File: src/rtl/dmem_port_arbiter_pkg.sv
// Shared types and constants for the data-memory port arbiter and its
// outstanding-read FIFO.
package dmem_port_arbiter_pkg;

    localparam int unsigned DMEM_ARB_MAX_OUTS = 4;
    // Requester id width, wide enough for the largest supported NREQ (4).
    localparam int unsigned ARB_ID_W = 2;

    typedef struct packed {
        logic [ARB_ID_W-1:0] id;
        logic                drop;
    } arb_outs_entry_t;

    typedef struct packed {
        logic        wen;
        logic [31:0] addr;
        logic [31:0] data;
        logic [3:0]  strobe;
    } dmem_req_flat_t;

endpackage

File: src/rtl/dmem_port_arbiter_outs_fifo.sv
// In-order FIFO of outstanding reads: owner id plus a drop flag that a
// flush sets on every entry so stale responses are swallowed.
module dmem_port_arbiter_outs_fifo
    import dmem_port_arbiter_pkg::*;
#(
    parameter int unsigned Depth = DMEM_ARB_MAX_OUTS
) (
    input  logic                  clk,
    input  logic                  rst,
    input  logic                  flush,
    input  logic                  push,
    input  logic [ARB_ID_W-1:0]   push_id,
    input  logic                  pop,
    output arb_outs_entry_t       head,
    output logic                  empty,
    output logic [$clog2(Depth):0] count
);

    localparam int unsigned PtrW = $clog2(Depth);
    localparam int unsigned CntW = PtrW + 1;

    logic [ARB_ID_W-1:0] id_q [Depth];
    logic [Depth-1:0]    drop_q, drop_d;
    logic [PtrW-1:0]     wr_ptr_q, rd_ptr_q;
    logic [CntW-1:0]     count_q, count_d;

    always_comb begin
        drop_d  = drop_q;
        count_d = count_q;
        if (push) begin
            drop_d[wr_ptr_q] = 1'b0;
        end
        if (flush) begin
            drop_d = '1;
        end
        case ({push, pop})
            2'b10:   count_d = count_q + CntW'(1);
            2'b01:   count_d = count_q - CntW'(1);
            default: count_d = count_q;
        endcase
    end

    always_ff @(posedge clk) begin
        if (rst) begin
            wr_ptr_q <= '0;
            rd_ptr_q <= '0;
            count_q  <= '0;
            drop_q   <= '0;
        end else begin
            if (push) begin
                wr_ptr_q <= wr_ptr_q + PtrW'(1);
            end
            if (pop) begin
                rd_ptr_q <= rd_ptr_q + PtrW'(1);
            end
            count_q <= count_d;
            drop_q  <= drop_d;
        end
    end

    // Id storage is only read behind a non-empty count, so it needs no reset.
    always_ff @(posedge clk) begin
        if (push) begin
            id_q[wr_ptr_q] <= push_id;
        end
    end

    assign head  = '{id: id_q[rd_ptr_q], drop: drop_q[rd_ptr_q]};
    assign empty = (count_q == '0);
    assign count = count_q;

endmodule

File: src/rtl/dmem_port_arbiter.sv
// Shares one data-memory port between NREQ load/store requesters and routes
// in-order read responses back. Define DMEM_ARB_RR_EN for round-robin, else fixed priority.
module dmem_port_arbiter
    import dmem_port_arbiter_pkg::*;
#(
    parameter int unsigned NREQ     = 2,
    parameter int unsigned MAX_OUTS = DMEM_ARB_MAX_OUTS
) (
    input  logic                  clk,
    input  logic                  rst,
    input  logic                  flush,
    input  logic [NREQ-1:0]       req_valid,
    input  logic [NREQ-1:0]       req_wen,
    input  logic [NREQ-1:0][31:0] req_addr,
    input  logic [NREQ-1:0][31:0] req_data,
    input  logic [NREQ-1:0][3:0]  req_strobe,
    output logic [NREQ-1:0]       req_ready,
    output logic [NREQ-1:0]       resp_valid,
    output logic [31:0]           resp_data,
    input  logic [NREQ-1:0]       resp_ready,
    output logic                  mem_req_valid,
    output logic                  mem_req_wen,
    output logic [31:0]           mem_req_addr,
    output logic [31:0]           mem_req_data,
    output logic [3:0]            mem_req_strobe,
    input  logic                  mem_req_ready,
    input  logic                  mem_resp_valid,
    input  logic [31:0]           mem_resp_data,
    output logic                  mem_resp_ready
);

    localparam int unsigned CntW = $clog2(MAX_OUTS) + 1;

    logic                lock_q, lock_d;
    logic [ARB_ID_W-1:0] grant_q, grant_d;
    logic [ARB_ID_W-1:0] start;
    logic [NREQ-1:0]     eligible;
    logic [NREQ-1:0]     sel;
    logic                win_found;
    logic [ARB_ID_W-1:0] win_idx;
    dmem_req_flat_t      win_req;
    logic                accept;
    logic                push;
    logic                pop;
    logic                fifo_empty;
    logic                fifo_room;
    logic [CntW-1:0]     fifo_count;
    arb_outs_entry_t     head;

`ifdef DMEM_ARB_RR_EN
    logic [ARB_ID_W-1:0] rr_ptr_q, rr_ptr_d;
    assign start = rr_ptr_q;
`else
    assign start = '0;
`endif

    // Registered count only: a pop this cycle does not open a slot for a push.
    assign fifo_room = (fifo_count < CntW'(MAX_OUTS));

    always_comb begin
        eligible = '0;
        for (int i = 0; i < int'(NREQ); i++) begin
            if (lock_q) begin
                eligible[i] = req_valid[i] && (grant_q == ARB_ID_W'(i));
            end else begin
                eligible[i] = req_valid[i] && (req_wen[i] || fifo_room);
            end
        end
    end

    always_comb begin
        win_found = 1'b0;
        win_idx   = '0;
        for (int k = 0; k < int'(NREQ); k++) begin
            for (int i = 0; i < int'(NREQ); i++) begin
                if (!win_found && eligible[i] && ((int'(start) + k) % int'(NREQ) == i)) begin
                    win_found = 1'b1;
                    win_idx   = ARB_ID_W'(i);
                end
            end
        end
    end

    assign mem_req_valid = win_found && !flush;

    always_comb begin
        sel     = '0;
        win_req = '0;
        for (int i = 0; i < int'(NREQ); i++) begin
            if (mem_req_valid && (win_idx == ARB_ID_W'(i))) begin
                sel[i]  = 1'b1;
                win_req = '{wen: req_wen[i], addr: req_addr[i], data: req_data[i],
                            strobe: req_strobe[i]};
            end
        end
    end

    assign mem_req_wen    = win_req.wen;
    assign mem_req_addr   = win_req.addr;
    assign mem_req_data   = win_req.data;
    assign mem_req_strobe = win_req.strobe;
    assign req_ready      = sel & {NREQ{mem_req_ready}};
    assign accept         = mem_req_valid && mem_req_ready;
    assign push           = accept && !win_req.wen;

    always_comb begin
        lock_d  = lock_q;
        grant_d = grant_q;
        if (flush) begin
            lock_d = 1'b0;
        end else if (mem_req_valid && !mem_req_ready) begin
            lock_d  = 1'b1;
            grant_d = win_idx;
        end else if (accept) begin
            lock_d = 1'b0;
        end
    end

    always_ff @(posedge clk) begin
        if (rst) begin
            lock_q  <= 1'b0;
            grant_q <= '0;
        end else begin
            lock_q  <= lock_d;
            grant_q <= grant_d;
        end
    end

`ifdef DMEM_ARB_RR_EN
    always_comb begin
        rr_ptr_d = rr_ptr_q;
        if (accept) begin
            rr_ptr_d = (win_idx == ARB_ID_W'(NREQ - 1)) ? '0 : win_idx + ARB_ID_W'(1);
        end
    end

    always_ff @(posedge clk) begin
        if (rst) begin
            rr_ptr_q <= '0;
        end else begin
            rr_ptr_q <= rr_ptr_d;
        end
    end
`endif

    // Orphan and flushed responses are always taken so the memory never stalls.
    always_comb begin
        resp_valid     = '0;
        mem_resp_ready = 1'b0;
        if (fifo_empty) begin
            mem_resp_ready = mem_resp_valid;
        end else if (head.drop) begin
            mem_resp_ready = 1'b1;
        end else begin
            for (int i = 0; i < int'(NREQ); i++) begin
                if (head.id == ARB_ID_W'(i)) begin
                    resp_valid[i]  = mem_resp_valid;
                    mem_resp_ready = resp_ready[i];
                end
            end
        end
    end

    assign resp_data = (|resp_valid) ? mem_resp_data : '0;
    assign pop       = mem_resp_valid && mem_resp_ready && !fifo_empty;

    dmem_port_arbiter_outs_fifo #(
        .Depth (MAX_OUTS)
    ) u_outs_fifo (
        .clk     (clk),
        .rst     (rst),
        .flush   (flush),
        .push    (push),
        .push_id (win_idx),
        .pop     (pop),
        .head    (head),
        .empty   (fifo_empty),
        .count   (fifo_count)
    );

`ifndef SYNTHESIS
    always_ff @(posedge clk) begin
        if (!rst && mem_resp_valid && fifo_empty) begin
            $warning("dmem_port_arbiter: read response with no outstanding read, discarded");
        end
    end
`endif

endmodule

File: config.mk
export PLATFORM = sky130hd
export DESIGN_NAME = dmem_port_arbiter
export DESIGN_NICKNAME = d
export VERILOG_FILES = /design/src/rtl/dmem_port_arbiter_pkg.sv /design/src/rtl/dmem_port_arbiter_outs_fifo.sv /design/src/rtl/dmem_port_arbiter.sv
export SDC_FILE = /design/constraint.sdc
export NUM_CORES = 1
export LEC_CHECK = 0
export CORE_AREA = 2 2 112 114
export CTS_CLUSTER_DIAMETER = 100
export CTS_CLUSTER_SIZE = 12
export DETAILED_ROUTE_END_ITERATION = 10
export DIE_AREA = 0 0 114 116
export DONT_BUFFER_PORTS = 1
export PLACE_DENSITY = 0.3
export SYNTH_ARGS = -nofsm -noshare
export SYNTH_HDL_FRONTEND = slang
export SYNTH_HIERARCHICAL = 1
export SYNTH_SLANG_ARGS = --single-unit
File: constraint.sdc
create_clock -name clk -period 5.1 [get_ports clk]
set_clock_uncertainty 0.15 [all_clocks]
set_input_delay 0.765 -clock clk [delete_from_list [all_inputs] [get_ports clk]]
set_output_delay 0.765 -clock clk [all_outputs]
set_load 0.03 [all_outputs]
==> results of run 1 <==
## final cells by class
class | instances | share of cell area (%)
clock buffers | 3 | 2.899
clock inverters | 1 | 0.1932
inverters | 11 | 1.594
multi-input cells | 316 | 65.75
flip-flops and latches | 23 | 20.87
well taps | 147 | 7.101
repair buffers | 5 | 1.594
## registers in the layout, indices dropped and copies added (netlist names), named ones only
signal and cells:
u_outs_fifo/wr_ptr_q 2, u_outs_fifo/drop_q 4, grant_q 1, u_outs_fifo/id_q 8, u_outs_fifo/rd_ptr_q 2, u_outs_fifo/count 3
lock_q 1
## worst max path at each step
stage | from | end | slack, ns
global route | req_wen[0] | mem_req_addr[25] | 1.25
finish | req_wen[0] | mem_req_addr[25] | 1.37
CTS | req_wen[0] | mem_req_addr[25] | 1.36
global placement | req_wen[0] | mem_req_addr[25] | 1.37
detailed placement | req_wen[0] | mem_req_addr[25] | 1.36
floorplan | req_wen[0] | u_outs_fifo/count[2] | 1.98
## stage by stage
stage	util [%]	cells	setup WS, ns	total power [mW]	hold WS [ns]
4_1_cts	21.65	505	1.362	0.5811	0.3366
3_5_place_dp	20.98	501	1.362	0.4069	0.3227
3_3_place_gp	20.98	501	1.365	0.4066	0.3165
2_1_floorplan	-	386	1.979	0.3955	0.2957
5_1_grt	21.74	506	1.255	0.6049	0.3659
6_report	21.74	506	1.372	0.5704	0.3326
## report_power, final
| group | internal [mW] | switching [mW] |
|---|---|---|
| clock | 0.105 | 0.0637 |
| combinational | 0.0430 | 0.158 |
| sequential | 0.196 | 0.00475 |
## cells by family (layout without fill, tap and decap cells)
group	count (synthesis)	after routing	synth area share [%]
AO/OA/AOI/OAI	82	82	17.76
AND/OR/NAND/NOR	214	214	42.11
adder cells (fa/ha/maj)	6	6	3.369
XOR/XNOR	5	5	1.787
other	1	4	0.1530
multiplexers	5	5	3.573
flip-flops	23	23	22.05
buffers and inverters	47	20	9.188
## layout by cell type (no fill, tap or decap), types with 3 or more instances in the layout
master and instances:
a21oi_1 77, and2_1 33, buf_4 4, clkbuf_16 3, conb_1 4, dfxtp_1 15
edfxtp_1 8, ha_1 5, inv_1 11, mux4_2 3, nand2_1 76, nand2b_1 3
nand3_1 70, nor2_1 18, nor3_1 3, xor2_1 3
## worst register-to-register path, stage by stage (launching register included)
cell	delay, ns
dfxtp_1	0.41
or3b_4	0.41
and3_4	0.41
or3_1	0.42
a21oi_2	0.33
inv_1	0.09
ha_1	0.22
inv_1	0.07
fa_1	0.17
xor2_1	0.07
or3_1	0.30
a21oi_1	0.14
## routing by layer
metal,share of wire [%],track usage [%]
met1,38,15.31
met2,52,22.46
met3,9.3,3.609
met4,0.92,2.358
met5,0,0
==> impl_metrics.env, run 1 <==
export IMPL_crit_path_top_delay_cell="a21oi_1"
export IMPL_crit_buf_inv=1
export IMPL_cp_arrival_ns=2.81
export IMPL_cts_buffers=3
export IMPL_multiInputGateArea_sq_um=1703
export IMPL_yosys_warnings=6
export IMPL_grt_max_degree=78
export IMPL_max_stage_delay_ns=0.62
export IMPL_register_area_sq_um=540.5
export IMPL_insertion_delay_ns=0.25
export IMPL_synthCells=383
export IMPL_nFillCells=1387
export IMPL_synth_main_ff_cell="dfxtp_1"
export IMPL_final_area_sq_um=2590
export IMPL_status="completed"
export IMPL_post_synth_top_area_cell="a21oi_1"
export IMPL_drv_cap=0
export IMPL_min_period_over_period_pct=73.10
export IMPL_timing_rr_start="u_outs_fifo/count[2]"
export IMPL_dpl_hpwl_um=7966
export IMPL_antenna_found_initial=0
export IMPL_worstPathMaxFanout=38
export IMPL_io_buffer_count=0
export IMPL_syn_area_sq_um=2451
export IMPL_antenna_cells=0
export IMPL_min_to="u_outs_fifo/drop_q[0]"
export IMPL_synth_edf_count=8
export IMPL_clk_pin_slew_ns=0.06
export IMPL_ios=286
export IMPL_numClockSinks=23
export IMPL_cts_tree="yes"
export IMPL_postPlaceCellArea_sq_um=2499
export IMPL_synthTopCellsByArea="a21oi_1 16%, nand3_1 14%, dfxtp_1 12%, nand2_1 12%, edfxtp_1 9.8%"
export IMPL_cp_depth=5
export IMPL_r2r_worst_path_cells=11
export IMPL_hp_start="u_outs_fifo/drop_q[0]"
export IMPL_max_slew_margin_pct=46.67
export IMPL_num_vias=2586
export IMPL_htreeDepth=1
export IMPL_gr_total_overflow=0
export IMPL_rsz0062_at_grt="no"
export IMPL_tns_ns=0
export IMPL_r2r_end="u_outs_fifo/count[2]"
export IMPL_die_width_um=114
export IMPL_yosysMostFrequentCell="a21oi_1"
export IMPL_dr_pass1_iters=4
export IMPL_drc=0
export IMPL_synthTopCellsByCount="77 x a21oi_1, 76 x nand2_1, 70 x nand3_1, 33 x and2_1, 21 x buf_2"
export IMPL_slew_viol_final=0
export IMPL_fp_row_count=40
export IMPL_final_layout_size_suffix_gt1_share_pct=6.128
export IMPL_drt_iter0_markers=118
export IMPL_clock_fmax_ghz=0.2682
export IMPL_required_ns=4.18
export IMPL_finalSetupViolations=0
export IMPL_ys_seq_area_share_pct=22.05
export IMPL_startpoint_type="input pin"
export IMPL_endpoint_kind="output port"
export IMPL_p_per_area_nw_per_um2=220.3
export IMPL_cts_setup_buffers=0
export IMPL_hold_class="reg2reg"
export IMPL_ys_async_sr_fraction_pct=0
export IMPL_ant_nets=0
export IMPL_whs_path_depth=2
export IMPL_synth_distinct_cells=34
export IMPL_period_minus_slack_ns=3.728
export IMPL_initial_utilization_pct=20.58
export IMPL_cts_hold_buf=0
export IMPL_syn2layout_area_growth_pct=5.666
export IMPL_rrSetupSlack_ns=1.85
export IMPL_fp_dieH_um=116
export IMPL_track_usage_pct=12.62
export IMPL_root_buffer="clkbuf_16"
export IMPL_post_cts_resized=0
export IMPL_synth_top_area_share_pct=15.72
export IMPL_power_leakage_nw=0.9150
export IMPL_routed_wirelength_um=10180
export IMPL_core_area_sq_um=11910
export IMPL_grt_first_pass_wirelength_um=13100
export IMPL_syn_area_per_cell_sq_um=6.400
export IMPL_wire_per_inst_um=20.11
export IMPL_via_per_inst=5.111
export IMPL_dieArea_sq_um=13220
export IMPL_tightest_slew_ns=0.8024
export IMPL_ir_worst_vdd_uv=101.9
export IMPL_cp_top_family="simple AND/OR/NAND/NOR gates"
export IMPL_gp_congestion=0.7284
export IMPL_criticalPathCategory="in2out"
export IMPL_finalHoldViolCount=0
export IMPL_ys_ff_latch=23
export IMPL_crit_chain="or3b_4 -> nand3_2 -> buf_4 -> nand3_1 -> a21oi_1"
export IMPL_fin_nets=545
export IMPL_cts_buffer_depth=2
export IMPL_grt_pass1_vias=2248
(Power assumes the default switching activity.)
==> run 2, diff against run 1 <==
- clock period: 5.1 -> 3.75 ns (I/O delays scaled with it)
==> run 2 against run 1 <==
Effect of this change: cell count rose by 14%; sequential share of layout area fell by 3.7 points; power rose by 47%.
==> impl_metrics.env, run 2 (same netlist as run 1, synthesis figures left out) <==
export IMPL_status="completed"
export IMPL_insertion_delay_ns=0.25
export IMPL_drc=0
export IMPL_post_place_ws_ns=0.6820
export IMPL_p_total_mw=0.8392
export IMPL_r2r_end="u_outs_fifo/count[2]"
export IMPL_cts_setup_buffers=0
export IMPL_worstPathMaxFanout=3
export IMPL_crit_buf_inv=1
export IMPL_crit_path_top_delay_cell="mux4_2"
export IMPL_p_per_area_nw_per_um2=266.3
export IMPL_drt_iter0_markers=172
export IMPL_ios=286
export IMPL_num_vias=2828
export IMPL_grt_pass1_vias=2628
export IMPL_r2r_worst_path_cells=11
export IMPL_gr_total_overflow=0
export IMPL_hp_start="rst"
export IMPL_postPlaceCellArea_sq_um=3072
export IMPL_min_period_over_period_pct=79.90
export IMPL_criticalPathCategory="reg2reg"
export IMPL_drv_cap=0
export IMPL_finalSetupViolations=0
export IMPL_register_area_sq_um=540.5
export IMPL_multiInputGateArea_sq_um=1703
export IMPL_startpoint_type="register"
export IMPL_whs_path_depth=1
export IMPL_finalHoldViolCount=0
export IMPL_fp_row_count=40
export IMPL_dr_pass1_iters=4
export IMPL_fp_dieH_um=116
export IMPL_root_buffer="clkbuf_16"
export IMPL_clk_pin_slew_ns=0.06
export IMPL_setup_ws_ns=0.7539
export IMPL_via_per_inst=4.893
export IMPL_dieArea_sq_um=13220
export IMPL_post_cts_resized=0
export IMPL_numClockSinks=23
export IMPL_power_leakage_nw=1.300
export IMPL_final_cells=578
export IMPL_slew_viol_final=0
export IMPL_tns_ns=0
export IMPL_max_slew_margin_pct=50.34
export IMPL_rsz0062_at_grt="no"
export IMPL_fin_nets=617
export IMPL_final_layout_size_suffix_gt1_share_pct=21.81
export IMPL_tightest_slew_ns=0.7448
export IMPL_final_cell_mix="77 x a21oi_1, 76 x nand2_1, 75 x buf_4, 70 x nand3_1, 33 x and2_1"
export IMPL_routed_wirelength_um=10630
export IMPL_initial_utilization_pct=20.58
export IMPL_grt_max_degree=78
export IMPL_wire_per_inst_um=18.39
export IMPL_rrSetupSlack_ns=0.75
export IMPL_ant_nets=0
export IMPL_crit_chain="mux4_2 -> mux2i_1 -> nor2_1 -> nor2_1 -> nor2_1 -> ha_1 -> inv_1 -> fa_1 -> xor2_1 -> or3_1 -> a21oi_1"
export IMPL_grt_first_pass_wirelength_um=14480
export IMPL_gp_congestion=0.7261
export IMPL_antenna_cells=0
export IMPL_antenna_found_initial=0
export IMPL_core_area_sq_um=11910
export IMPL_top_register="u_outs_fifo/id_q"
export IMPL_track_usage_pct=13.83
export IMPL_final_area_sq_um=3152
export IMPL_cts_buffers=3
export IMPL_nFillCells=1352
export IMPL_syn2layout_area_growth_pct=28.59
export IMPL_layout_commonest_cell="a21oi_1"
export IMPL_final_util_pct=26.46
export IMPL_largest_reg_flops=8
export IMPL_min_to="grant_q[0]"
export IMPL_die_width_um=114
export IMPL_io_buffer_count=0
export IMPL_cp_top_family="simple AND/OR/NAND/NOR gates"
export IMPL_hold_class="in2reg"
export IMPL_dpl_hpwl_um=8614
export IMPL_endpoint_kind="register"
export IMPL_cts_buffer_depth=2
export IMPL_cts_tree="yes"
export IMPL_cp_arrival_ns=3.03
export IMPL_dp_cells=574
export IMPL_max_stage_delay_ns=0.56
export IMPL_holdWs_ns=0.2194
export IMPL_period_minus_slack_ns=2.996
export IMPL_required_ns=3.78
export IMPL_htreeDepth=1
export IMPL_ir_worst_vdd_uv=146.5
export IMPL_clock_fmax_ghz=0.3338
export IMPL_cts_hold_buf=0
export IMPL_crit_top_cell="nor2_1"
-- run 2: cell types whose count changed in the layout (fill, tap and decap cells not counted) --
cell	previous run	this run
buf_12	0	2
buf_4	4	75
buf_6	1	0
-- run 2: worst max-delay path by stage --
stage / end / startpoint / cells after the start
finish: u_outs_fifo/count[2] / register / 11
global route: u_outs_fifo/count[2] / register / 11
detailed placement: u_outs_fifo/count[2] / req_wen[0] / 11
floorplan: u_outs_fifo/count[2] / req_wen[0] / 13
global placement: u_outs_fifo/count[2] / req_wen[0] / 11
CTS: u_outs_fifo/count[2] / register / 11
-- run 2: final cells by class --
class / count / share of cell area [%]
clock buffer: 3 / 2.382
clock inverter: 1 / 0.1588
inverter: 11 / 1.310
multi-input combinational: 316 / 54.03
sequential: 23 / 17.15
tap: 147 / 5.836
timing repair buffer: 77 / 19.13
-- run 2: per-layer routing --
layer  vias to the layer above  track usage, %  wire (um)
li1                       1385               -          -
met3                         4           3.452        917
met4                         0           1.382         40
met2                       139           26.83       5838
met5                         -               0          0
met1                      1300           15.77       3834
-- run 2: power breakdown --
part	switching, mW	total [mW]	internal, mW
clock	0.0796	0.223	0.143
combinational	0.227	0.344	0.116
sequential	0.00627	0.273	0.266
==> run 3, diff against run 2 <==
- clock period: 3.75 -> 2.4 ns (I/O delays scaled with it)
==> run 3 against run 2 <==
Effect of this change: the flow now finishes with violations (negative setup slack); global-route usage up 1.6 points; worst hold slack worse by 0.21 ns; clock-buffer cell count unchanged; register-to-register slack worse by 1.1 ns; combinational power rose by 100%; first-iteration DRC count down 9.9%; power is 77% higher; core utilization up 7.0 points; die area did not move; maximum frequency up 11%; critical path depth unchanged; routed wire length rose by 12%.
==> impl_metrics.env, run 3 (same netlist as run 1, synthesis figures left out) <==
export IMPL_antenna_found_initial=0
export IMPL_clock_fmax_ghz=0.3690
export IMPL_drt_iter0_markers=155
export IMPL_hold_class="in2reg"
export IMPL_gr_total_overflow=0
export IMPL_cts_buffers=3
export IMPL_final_cell_mix="83 x buf_4, 76 x nand2_1, 69 x nand3_1, 62 x a21oi_1, 33 x and2_4"
export IMPL_combPwrFrac_pct=47.3
export IMPL_cts_tree="yes"
export IMPL_worstPathMaxFanout=2
export IMPL_required_ns=2.44
export IMPL_status="finished with violations"
export IMPL_cell_internal_pwr_mw=0.9381
export IMPL_criticalPathCategory="reg2reg"
export IMPL_seqPwrFrac_pct=28.7
export IMPL_antenna_cells=0
export IMPL_die_width_um=114
export IMPL_rsz0062_at_grt="yes"
export IMPL_holdWs_ns=0.01128
export IMPL_syn2layout_area_growth_pct=62.79
export IMPL_finalSetupViolations=104
export IMPL_fp_row_count=40
export IMPL_insertion_delay_ns=0.25
export IMPL_final_layout_size_suffix_gt1_share_pct=41.77
export IMPL_htreeDepth=1
export IMPL_dr_pass1_iters=4
export IMPL_clk_pin_slew_ns=0.06
export IMPL_cts_buffer_depth=2
export IMPL_startpoint_type="register"
export IMPL_largest_reg_flops=8
export IMPL_top_register="u_outs_fifo/id_q"
export IMPL_dp_cells=597
export IMPL_num_vias=3085
export IMPL_layout_commonest_cell="buf_4"
export IMPL_ant_nets=0
export IMPL_min_period_over_period_pct=112.9
export IMPL_switching_share_pct=36.69
export IMPL_fin_nets=660
export IMPL_wire_per_inst_um=19.12
export IMPL_p_per_area_nw_per_um2=371.4
export IMPL_clockPowerShare_pct=24.0
export IMPL_initial_utilization_pct=20.58
export IMPL_grt_first_pass_wirelength_um=15770
export IMPL_nFillCells=1260
export IMPL_track_usage_pct=15.42
export IMPL_violations="negative setup slack"
export IMPL_fp_dieH_um=116
export IMPL_setup_ws_ns=-0.3104
export IMPL_finalHoldViolCount=0
export IMPL_cp_arrival_ns=2.75
export IMPL_power_leakage_nw=1.681
export IMPL_dpl_hpwl_um=8643
export IMPL_final_cells=621
export IMPL_ios=286
export IMPL_grt_pass1_vias=2689
export IMPL_core_area_sq_um=11910
export IMPL_io_buffer_count=0
export IMPL_numClockSinks=23
export IMPL_endpoint_kind="register"
export IMPL_via_per_inst=4.968
export IMPL_dieArea_sq_um=13220
export IMPL_gp_congestion=0.7700
export IMPL_p_sw_mw=0.5437
export IMPL_ir_worst_vdd_uv=187.4
export IMPL_period_minus_slack_ns=2.710
export IMPL_routed_wirelength_um=11880
export IMPL_drv_cap=0
export IMPL_root_buffer="clkbuf_16"
export IMPL_drc=0
export IMPL_grt_max_degree=78
export IMPL_slew_viol_final=0
## run 3: cell types whose count changed in the layout (fill, tap and decap cells not counted), moves of 4 or more
| cell | before | now |
|---|---|---|
| a21oi_2 | 2 | 17 |
| inv_2 | 0 | 4 |
| buf_16 | 0 | 4 |
| and2_1 | 33 | 0 |
| buf_12 | 2 | 9 |
| a21oi_1 | 77 | 62 |
| and2_4 | 0 | 33 |
| inv_1 | 11 | 7 |
| buf_4 | 75 | 83 |
| buf_6 | 0 | 22 |
## run 3: worst max-delay path, stage by stage, from the launching register on
cell and delay [ns]:
edfxtp_1 0.37, mux4_2 0.52, mux2i_1 0.14, nor2_1 0.13, nor2_1 0.07, nor2_2 0.17
ha_4 0.16, inv_2 0.03, fa_2 0.33, xor2_1 0.15, or3_1 0.32, a21oi_2 0.12
## run 3: layer usage
metal	vias up	part of all wire [%]	global-route usage, %
met1	1429	38	19.17
met5	-	0	0
met2	166	52	26.94
met3	14	8.9	4.027
met4	0	1.2	3.333
li1	1476	-	-
## run 3: what timing repair did
item,4_1_cts,5_1_grt
setup buffers,12,2
endpoints found under the setup margin,106,108
hold buffers,0,0
pin swaps,33,16
cloned,9,0
resized for setup,102,22
## run 3: cell type report
cell class | count | area (sq um) | area share (%)
clock buffer | 3 | 75.07 | 1.881
sequential | 23 | 543.0 | 13.61
tap | 147 | 183.9 | 4.610
timing repair buffer | 120 | 1226 | 30.73
inverter | 11 | 41.29 | 1.035
clock inverter | 1 | 5.005 | 0.1254
multi-input combinational | 316 | 1916 | 48.01
## run 3: path summary, 6_finish.rpt
check	start	endpoint	slack [ns]	cells past startpoint
hold reg to reg	u_outs_fifo/drop_q[3]	u_outs_fifo/drop_q[3]	0.34	2
hold / removal	rst	grant_q[0]	0.01	1
setup / recovery	u_outs_fifo/id_q[3][0]	u_outs_fifo/count[2]	-0.31	11
setup reg to reg	u_outs_fifo/id_q[3][0]	u_outs_fifo/count[2]	-0.31	11
## run 3: stage by stage
step                utilization [%]  cell area [sq um]  power [mW]  setup WS (ns)  setup TNS (ns)
detailed placement            27.88               3321       1.017        -0.3913         -0.6254
global route                  33.50               3990       1.556        -0.4618          -19.60
global placement              27.88               3321       1.018        -0.3360         -0.5123
finish                        33.50               3990       1.482        -0.3104          -9.873
floorplan                         -               2495      0.8464        -0.2232         -0.4372
CTS                           32.95               3925       1.485        -0.3249          -10.21
## run 3: power groups by stage
stage / sequential (mW) / clock [mW] / combinational [mW]
floorplan: 0.432 / 0 / 0.415
CTS: 0.425 / 0.368 / 0.692
global placement: 0.434 / 0 / 0.585
detailed placement: 0.433 / 0 / 0.584
finish: 0.425 / 0.356 / 0.701
global route: 0.426 / 0.385 / 0.745
